===== src/rtl/param_port_ram_pkg.sv =====
`default_nettype none
// +--------------------------------------------------------------------+
// | param_port_ram_pkg : shared constants and clear-FSM state encoding  |
// | Revision: 1.0                                                      |
// +--------------------------------------------------------------------+
package param_port_ram_pkg;

  localparam int RDW_READ_FIRST  = 0;
  localparam int RDW_WRITE_FIRST = 1;
  localparam int RDW_NO_CHANGE   = 2;

  typedef enum logic [0:0] {
    CLEAR = 1'b0,
    IDLE  = 1'b1
  } clr_state_e;

endpackage
`default_nettype wire


===== src/rtl/param_port_ram_if.sv =====
`default_nettype none
// +--------------------------------------------------------------------+
// | param_port_ram_if : request/response and clear-control bundle       |
// | Revision: 1.0                                                      |
// +--------------------------------------------------------------------+
interface param_port_ram_if #(
  parameter int DATA_WIDTH = 8,
  parameter int ADDR_WIDTH = 6,
  parameter int LANE_WIDTH = 8
);
  localparam int NUM_LANES = DATA_WIDTH / LANE_WIDTH;

  logic                  req_valid;
  logic                  req_ready;
  logic                  write_enable;
  logic [NUM_LANES-1:0]  lane_enable;
  logic [ADDR_WIDTH-1:0] ram_address;
  logic [DATA_WIDTH-1:0] data_in;
  logic [DATA_WIDTH-1:0] data_out;
  logic                  rsp_valid;
  logic                  clear_start;
  logic                  clear_busy;

  modport master (
    output req_valid, write_enable, lane_enable, ram_address, data_in, clear_start,
    input  req_ready, data_out, rsp_valid, clear_busy
  );

  modport slave (
    input  req_valid, write_enable, lane_enable, ram_address, data_in, clear_start,
    output req_ready, data_out, rsp_valid, clear_busy
  );
endinterface
`default_nettype wire


===== src/rtl/param_port_ram_clear_seq.sv =====
`default_nettype none
// +--------------------------------------------------------------------+
// | ram_clear_seq : walks every address writing zero after reset/on demand |
// | Revision: 1.0                                                      |
// +--------------------------------------------------------------------+
module ram_clear_seq
  import param_port_ram_pkg::*;
#(
  parameter int ADDR_WIDTH = 6
) (
  input  logic                  clk,
  input  logic                  rst,
  input  logic                  clear_start,
  output logic                  clear_busy,
  output logic                  req_ready,
  output logic                  clr_we,
  output logic [ADDR_WIDTH-1:0] clr_addr
);

  clr_state_e            state, state_nxt;
  logic [ADDR_WIDTH-1:0] addr_nxt;

  always_ff @(posedge clk or posedge rst) begin
    if (rst) begin
      state    <= CLEAR;
      clr_addr <= '0;
    end else begin
      state    <= state_nxt;
      clr_addr <= addr_nxt;
    end
  end

  always_comb begin
    state_nxt = state;
    addr_nxt  = clr_addr;
    case (state)
      CLEAR: begin
        // All-ones is the last word; stop there rather than wrapping.
        if (clr_addr == '1) begin
          state_nxt = IDLE;
          addr_nxt  = '0;
        end else begin
          addr_nxt = clr_addr + ADDR_WIDTH'(1);
        end
      end
      IDLE: begin
        if (clear_start) begin
          state_nxt = CLEAR;
          addr_nxt  = '0;
        end
      end
      default: begin
        state_nxt = CLEAR;
        addr_nxt  = '0;
      end
    endcase
  end

  // Decoded straight from the state flop, so no path from req_valid.
  assign clear_busy = (state == CLEAR);
  assign req_ready  = (state == IDLE);
  assign clr_we     = (state == CLEAR);

endmodule
`default_nettype wire


===== src/rtl/param_port_ram.sv =====
`default_nettype none
// +--------------------------------------------------------------------+
// | param_port_ram : single-port RAM with lane writes, RDW modes, clear |
// | Revision: 1.0                                                      |
// +--------------------------------------------------------------------+
module param_port_ram
  import param_port_ram_pkg::*;
#(
  parameter int DATA_WIDTH = 8,
  parameter int ADDR_WIDTH = 6,
  parameter int LANE_WIDTH = 8,
  parameter int RDW_MODE   = 0,
  parameter int OUT_REG    = 0
) (
  input logic           clk,
  input logic           rst,
  param_port_ram_if.slave bus
);

  localparam int DEPTH     = 2 ** ADDR_WIDTH;
  localparam int NUM_LANES = DATA_WIDTH / LANE_WIDTH;

  logic [DATA_WIDTH-1:0] mem [DEPTH];

  logic                  clr_we;
  logic [ADDR_WIDTH-1:0] clr_addr;
  logic                  clear_busy;
  logic                  req_ready;
  logic                  accept;
  logic [DATA_WIDTH-1:0] rd_word;
  logic [DATA_WIDTH-1:0] merged;
  logic [DATA_WIDTH-1:0] s1_data;
  logic                  s1_valid;

  ram_clear_seq #(.ADDR_WIDTH(ADDR_WIDTH)) u_clr (
    .clk         (clk),
    .rst         (rst),
    .clear_start (bus.clear_start),
    .clear_busy  (clear_busy),
    .req_ready   (req_ready),
    .clr_we      (clr_we),
    .clr_addr    (clr_addr)
  );

  assign bus.clear_busy = clear_busy;
  assign bus.req_ready  = req_ready;
  assign accept         = bus.req_valid && req_ready;
  assign rd_word        = mem[bus.ram_address];

  always_comb begin
    merged = rd_word;
    for (int i = 0; i < NUM_LANES; i++) begin
      if (bus.lane_enable[i]) begin
        merged[i*LANE_WIDTH +: LANE_WIDTH] = bus.data_in[i*LANE_WIDTH +: LANE_WIDTH];
      end
    end
  end

  // req_ready is low while clearing, so the two write sources never collide.
  always_ff @(posedge clk) begin
    if (clr_we) begin
      mem[clr_addr] <= '0;
    end else if (accept && bus.write_enable) begin
      mem[bus.ram_address] <= merged;
    end
  end

  always_ff @(posedge clk or posedge rst) begin
    if (rst) begin
      s1_data  <= '0;
      s1_valid <= 1'b0;
    end else begin
      s1_valid <= accept && !bus.write_enable;
      if (accept) begin
        if (!bus.write_enable) begin
          s1_data <= rd_word;
        end else if (RDW_MODE == RDW_READ_FIRST) begin
          s1_data <= rd_word;
        end else if (RDW_MODE == RDW_WRITE_FIRST) begin
          s1_data <= merged;
        end
      end
    end
  end

  generate
    if (OUT_REG != 0) begin : g_out_reg
      logic [DATA_WIDTH-1:0] s2_data;
      logic                  s2_valid;

      // s1_data already holds between updates, so a plain delay preserves that.
      always_ff @(posedge clk or posedge rst) begin
        if (rst) begin
          s2_data  <= '0;
          s2_valid <= 1'b0;
        end else begin
          s2_data  <= s1_data;
          s2_valid <= s1_valid;
        end
      end

      assign bus.data_out  = s2_data;
      assign bus.rsp_valid = s2_valid;
    end else begin : g_no_out_reg
      assign bus.data_out  = s1_data;
      assign bus.rsp_valid = s1_valid;
    end
  endgenerate

endmodule
`default_nettype wire


===== src/flat_wrapper.sv =====
// flat-port wrapper written by rule: the top's interface ports become plain ports
module param_port_ram_flat import param_port_ram_pkg::*;
#(
  parameter int DATA_WIDTH = 8,
  parameter int ADDR_WIDTH = 6,
  parameter int LANE_WIDTH = 8,
  parameter int RDW_MODE   = 0,
  parameter int OUT_REG    = 0
)
  (clk, rst, bus_req_valid, bus_write_enable, bus_lane_enable, bus_ram_address, bus_data_in, bus_clear_start, bus_req_ready, bus_data_out, bus_rsp_valid, bus_clear_busy);
  param_port_ram_if #(.DATA_WIDTH(DATA_WIDTH), .ADDR_WIDTH(ADDR_WIDTH), .LANE_WIDTH(LANE_WIDTH)) bus_i ();
  input logic clk;
  input logic rst;
  input wire logic [$bits(bus_i.req_valid)-1:0] bus_req_valid;
  input wire logic [$bits(bus_i.write_enable)-1:0] bus_write_enable;
  input wire logic [$bits(bus_i.lane_enable)-1:0] bus_lane_enable;
  input wire logic [$bits(bus_i.ram_address)-1:0] bus_ram_address;
  input wire logic [$bits(bus_i.data_in)-1:0] bus_data_in;
  input wire logic [$bits(bus_i.clear_start)-1:0] bus_clear_start;
  output wire logic [$bits(bus_i.req_ready)-1:0] bus_req_ready;
  output wire logic [$bits(bus_i.data_out)-1:0] bus_data_out;
  output wire logic [$bits(bus_i.rsp_valid)-1:0] bus_rsp_valid;
  output wire logic [$bits(bus_i.clear_busy)-1:0] bus_clear_busy;
  assign bus_i.req_valid = bus_req_valid;
  assign bus_i.write_enable = bus_write_enable;
  assign bus_i.lane_enable = bus_lane_enable;
  assign bus_i.ram_address = bus_ram_address;
  assign bus_i.data_in = bus_data_in;
  assign bus_i.clear_start = bus_clear_start;
  assign bus_req_ready = bus_i.req_ready;
  assign bus_data_out = bus_i.data_out;
  assign bus_rsp_valid = bus_i.rsp_valid;
  assign bus_clear_busy = bus_i.clear_busy;
  param_port_ram #(.DATA_WIDTH(DATA_WIDTH), .ADDR_WIDTH(ADDR_WIDTH), .LANE_WIDTH(LANE_WIDTH), .RDW_MODE(RDW_MODE), .OUT_REG(OUT_REG)) u_core (.clk(clk), .rst(rst), .bus(bus_i));
endmodule

===== config.mk =====
export PLATFORM = sky130hd
export DESIGN_NAME = param_port_ram_flat
export DESIGN_NICKNAME = d
export VERILOG_FILES = /design/src/rtl/param_port_ram_pkg.sv /design/src/rtl/param_port_ram_if.sv /design/src/rtl/param_port_ram_clear_seq.sv /design/src/rtl/param_port_ram.sv /design/src/flat_wrapper.sv
export SDC_FILE = /design/constraint.sdc
export NUM_CORES = 1
export LEC_CHECK = 0
export ABC_AREA = 1
export BUFFER_PORTS_ARGS = -buffer_cell sky130_fd_sc_hd__buf_4
export CELL_PAD_IN_SITES_DETAIL_PLACEMENT = 1
export CELL_PAD_IN_SITES_GLOBAL_PLACEMENT = 2
export CORE_AREA = 4 4 223 225
export CTS_CLUSTER_DIAMETER = 40
export DETAILED_ROUTE_END_ITERATION = 12
export DIE_AREA = 0 0 227 229
export GPL_TIMING_DRIVEN = 0
export PLACE_DENSITY_LB_ADDON = 0.1
export SLEW_MARGIN = 10
export SYNTH_ARGS = -nofsm -noshare
export SYNTH_HDL_FRONTEND = slang
export SYNTH_SLANG_ARGS = --single-unit
export TNS_END_PERCENT = 30

===== constraint.sdc =====
create_clock -name clk -period 6.8 [get_ports clk]
set_input_delay 0 -clock clk [delete_from_list [all_inputs] [get_ports clk]]
set_output_delay 0 -clock clk [all_outputs]
set_load 0.02 [all_outputs]

Word level (Yosys, flattened, before mapping)
Memory sizes are Yosys's and may differ from the RTL's.
Index checks and enable logic that the tools add are counted.
Widths: inputs -> output; s select.
{ "op_classes": {"n_eq_ne": 2, "n_reduce_logical": 5, "muxes": 14, "add_sub_neg": 1, "bitwise": 1} }
{ "ops": {"columns": ["cell", "count"], "rows": [
  ["$mux 6", 3],
  ["$mux 8", 2],
  ["$pmux 6 s2", 1],
  ["$reduce_or 8->1", 1],
  ["$mux 1", 7],
  ["$add 6x1->6 const B", 1],
  ["$eq 6x6->1 const B", 1],
  ["$logic_and 1x1->1", 3],
  ["$ne 2x2->1 const B", 1],
  ["$pmux 1 s2", 1],
  ["$logic_not 1->1", 1],
  ["$not 1->1", 1]
]} }
{ "word_totals": {"mem_bits_rw": 512, "reg_bits": 16, "memories": 1, "output_inout_bits": 11, "inputBits": 20, "wordCells": 28} }
{ "mem_list": {"columns": ["name", "depth", "word_bits", "rd", "rd_clocked_by_memory_dff", "write_ports", "line", "source"], "rows": [
  ["u_core.mem", 64, 8, 1, 0, 1, "param_port_ram.sv:23", "logic [DATA_WIDTH-1:0] mem [DEPTH];"]
]} }

Logic depth before layout (Yosys ltp)
{ "logic_depth": {"depth_word": 7, "depth_mapped": 14, "ltp_nobuf": 11} }

By module
A second synthesis with hierarchy kept.
{ "unflattened": {"hier_cells": 1937, "area_unflattened_um2": 21874.7} }
{ "by_module_without_submodules": {"columns": ["mod", "seq_area_each_um2", "area_per_inst_um2", "cells_each", "instances"], "rows": [
  ["param_port_ram", 15600.0, 21478.1, 1894, 1],
  ["ram_clear_seq", 175.2, 396.6, 43, 1]
]} }

Worst setup path before layout
Ideal clock, no wire load.
{ "synth_path": {"path_kind": "reg2reg", "from": "register u_core.u_clr.state, in the netlist u_core.u_clr.req_ready", "to": "memory u_core.mem[40][0], enable pin", "path_stages_with_launch": 11, "n_path_buf": 2, "t_arrival_ns": 2.361, "setup_time_ns": 0.395, "period_less_slack_ns": 2.756, "setup_slack_ns": 4.044, "required_time_ns": 6.405, "cell_sequence": "dfrtp_1 buf_4 nand2_8 inv_4 nand2_2 buf_4 nand2_1 o21ai_1 nor2_1 nand3_2 nor4_1"} }
{ "synth_between": {"elab_chain_len": 7, "elab_cells_between_ends": 9, "cone_classes": "6 x mux; 3 x reduce/logical"} }
{ "synth_lines": {"columns": ["element", "line", "source"], "rows": [
  ["start: declaration", "param_port_ram_clear_seq.sv:20", "clr_state_e state, state_nxt;"],
  ["start signal: assignment", "param_port_ram_clear_seq.sv:28", "state <= state_nxt;"],
  ["$logic_and 1x1->1", "param_port_ram.sv:47", "assign accept = bus.req_valid && req_ready;"],
  ["$logic_and 1x1->1", "param_port_ram.sv:63", "end else if (accept && bus.write_enable) begin"],
  ["$mux 1", "param_port_ram.sv:63", null],
  ["$mux 1", "param_port_ram.sv:61", "if (clr_we) begin"],
  ["$mux 1 (not written as such)", "param_port_ram.sv:64", "mem[bus.ram_address] <= merged;"],
  ["$reduce_or 8->1 (no line)", null, null],
  ["$mux 6 (no line) or $mux 1 (tied branches)", null, null],
  ["end: declaration", "param_port_ram.sv:23", null]
]} }
Several ways; a longest one is shown, not always the timed one.

Worst setup path after layout
{ "layout_path": {"from": "register u_core.u_clr.state, in the netlist u_core.u_clr.req_ready", "to": "memory u_core.mem[58][7], enable pin"} }
Same word-level chain as after synthesis.

==> summary.md <==
| Metric | Value |
|---|---|
| Most frequent cells in the layout | `nand2_1, edfxtp_1, nand3_1` |
| Max cap viols | `0` |
| Mapped Nets | `1,948` |
| Worst-Margin Slew | `roughly 1.1 ns` |
| CP required | `between 7 and 8 ns` |
| Post-DRT Antenna Nets | `0` |
| CTS Buf Count | `82` |
| Row count | `80` |
| Ys flop type | `edfxtp_1` |
| Setup bufs post-CTS | `0` |
| Sw Ratio | `0.2778` |
| Slew Limit Fails | `0` |
| Fin crit share | `0.5139` |
| Fill cells | `4,916` |
| Final setup violation count | `0` |
| Dpl hpwl | `between 50,000 and 60,000 um` |
| Global route overflow | `0` |
| Clock Power Share | `0.464` |
| Slew HR | `0.2452` |
| Sequential cell fraction of total power | `0.417` |
| Gates resized, CTS repair | `0` |
| Sequential area share after synthesis | `0.7241` |
| Layout area overhead | `18.74%` |
| WP buf/inv | `3` |
| Max Fclk | `between 0.2 and 0.3 GHz` |
| WL final | `approximately 73,000 um` |
| Overall die area | `roughly 0.052 sq mm` |
| Total GRT Usage | `0.2841` |
| Vias | `between 15,000 and 20,000` |
| Area post-placement | `0.02296 sq mm` |
| Internal cell power | `around 6.7 mW` |
| DRC Markers | `0` |
| Initial Util | `0.4582` |
| Worst VDD drop | `0.2705 mV` |
| Mean Syn Cell Area | `11.30 sq um` |
| TritonCTS clock tree | `yes` |
| Comb pwr share | `0.119` |
| CP Class | `reg -> reg` |
| # IOs | `31` |
| RSZ-0062 raised after global routing | `false` |
| Arrival @ worst endpoint | `3.72 ns` |
| Cell area after synthesis | `approximately 0.022 sq mm` |
| DR vias/cell | `around 5.8` |
| Largest net degree at the start of global routing | `65` |
| Pre-CTS WS | `between 3 and 4 ns` |
| Chip height | `about 230 um` |
| Clock Pin Slew Worst Setup and Hold Paths | `approximately 0.060 ns` |
| Drt wl/cell | `26.79 um` |
| Slowest cell delay on critical path | `about 0.95 ns` |
| Ys Warns | `0` |
| Status | `finished clean` |
| Commonest non-fill, non-tap cell in the layout | `nand2_1` |
| Post-synth EDFFs | `512` |
| Clock Sinks | `between 500 and 600` |
| P_leak | `9.759 nW` |
| Setup TNS Final | `0 ns` |
| Power Dens Cells | `around 360 mW/mm^2` |
| P_sw | `~2.6 mW` |
| Vias in the first global route | `15,720` |
| Crit path max-delay family | `simple AND/OR/NAND/NOR gates` |
| Seq cells post-synth | `between 500 and 600` |
| CTS H-tree depth | `3` |
| Final non-filler cell total | `approximately 2,700` |
| Clock insertion delay at the later pin of the skew report | `0.63 ns` |
| Worst Slack Setup Final | `3.305 ns` |
| Most used cell, CP | `buf_4` |
| Placed instance count | `between 2,000 and 3,000` |
| RePlAce Congestion | `0.8686` |
| CP max FO | `10` |
| Die Wd | `227 um` |
| Core ar. | `0.04755 sq mm` |
| Critical Path, Cell by Cell | `buf_4 -> nand2_8 -> inv_4 -> nand2_2 -> buf_4 -> o21ai_2 -> nand4_1 -> nor2_1` |
| Final net count | `2,076` |
| Initial drt markers | `around 1,500` |
| Min Clock Period, post-route | `3.495 ns` |
| DR pass1 iterations | `5` |
| # port buffers | `26` |
| Final hold violation count | `0` |
| Worst Skew | `between 0.02 and 0.03 ns` |
| Crit path launch type | `flop` |
| Clk root buf | `clkbuf_16` |
| Final Instance Area | `between 0.02 and 0.03 sq mm` |
| Hold Crit Class | `in -> async` |
| Synth unique cells | `27` |
| Synth async-reset ratio | `0.03030` |
| Ant diodes | `0` |
| Crit-path slowest cell | `nor2_1` |
| Hold Buf Count CTS | `5` |
| Bufs on Longest Clock Path | `3` |
| Post-Synthesis Cells | `roughly 1,900` |
| Initial antenna violation count | `1` |
| Layout cells sized above 1 | `0.1196` |
| First-pass GRT wire length | `roughly 110,000 um` |
| Critical path endpoint category | `flop` |
-- routing by layer --
metal	routed length, um	GRT usage	vias to the layer above
met1	32710	0.4185	8027
met4	2216	0.09588	0
met5	0	0	-
met3	4909	0.04584	114
li1	-	-	7035
met2	33540	0.4342	583
-- power groups by stage --
stage | Clock (mW) | Sequential [mW] | Combinational [mW]
after floorplan | 0 | 3.94 | 0.576
after global placement | 0 | 3.93 | 1.02
after detailed placement | 0 | 3.93 | 1.08
after CTS | 4.35 | 3.87 | 1.09
after global routing | 4.52 | 3.88 | 1.18
final | 4.31 | 3.87 | 1.10
-- cells by family after synthesis --
| group | synth area share |
|---|---|
| flops | 0.7241 |
| buf+inv | 0.02780 |
| simple gates | 0.2418 |
| xor+xnor | 0.001608 |
| fa+ha+maj | 0.0005743 |
| compound gates | 0.004077 |
-- worst min-delay path: cells and delay by family --
kind / cells / cell delay (ns)
buffers and inverters: 3 / 1.13
-- registers in the layout, indices dropped and copies added (netlist names) --
register	cells
u_core.bus.data_out	8
u_core.bus.rsp_valid	1
u_core.mem	512
u_core.u_clr.clr_addr	6
u_core.u_clr.req_ready	1
-- path summary, 6_finish.rpt --
| path | startpoint | endpoint | slack [ns] | cells after the start |
|---|---|---|---|---|
| setup reg to reg | u_core.u_clr.req_ready$_DFF_PP0_ | u_core.mem[58][7]$_DFFE_PP_ | 3.31 | 8 |
| hold reg to reg | u_core.bus.data_out[5]$_DFFE_PP0N_ | u_core.bus.data_out[5]$_DFFE_PP0N_ | 0.48 | 2 |
| setup / recovery | u_core.u_clr.req_ready$_DFF_PP0_ | u_core.mem[58][7]$_DFFE_PP_ | 3.31 | 8 |
| min in group clk | bus_clear_start | u_core.u_clr.req_ready$_DFF_PP0_ | 0.12 | 3 |
| max in group asynchronous | rst | u_core.bus.rsp_valid$_DFF_PP0_ | 6.35 | 3 |
| hold / removal | rst | u_core.u_clr.clr_addr[5]$_DFFE_PP0P_ | 0.04 | 3 |
-- layout make-up --
cell class	instances	area [sq um]	area share
Buffer	115	490.5	0.01896
Multi-Input combinational cell	1254	5454	0.2109
Tap cell	615	769.5	0.02975
Sequential cell	528	15780	0.6099
Clock buffer	86	2067	0.07991
Timing Repair Buffer	44	400.4	0.01548
Clock inverter	67	787.0	0.03043
Inverter	30	122.6	0.004740
-- through the flow --
stage	hold slack, ns	power [mW]	util
2_1_floorplan	-0.08626	4.516	-
3_3_place_gp	0.1054	4.947	0.4785
3_5_place_dp	0.1235	5.009	0.4829
4_1_cts	0.02695	9.304	0.5440
5_1_grt	0.08715	9.581	0.5440
6_report	0.03850	9.270	0.5440
-- synthesized netlist by cell type (2+ instances only) --
| cell type | instances | area (sq um) |
|---|---|---|
| buf_1 | 17 | 63.81 |
| o21ai_0 | 2 | 10.01 |
| edfxtp_1 | 512 | 15370 |
| nor3_1 | 2 | 10.01 |
| buf_2 | 41 | 205.2 |
| nand3_1 | 446 | 2232 |
| xor2_1 | 3 | 26.28 |
| inv_2 | 3 | 11.26 |
| nor4_1 | 8 | 50.05 |
| o21ai_2 | 5 | 43.79 |
| nand4_1 | 8 | 50.05 |
| o22ai_1 | 4 | 25.02 |
| nor2_1 | 76 | 285.3 |
| dfrtp_1 | 16 | 400.4 |
| clkbuf_1 | 55 | 206.5 |
| buf_4 | 2 | 15.01 |
| inv_1 | 26 | 97.59 |
| nand2_1 | 692 | 2597 |
No activity file was read; power rests on OpenSTA's default activity.
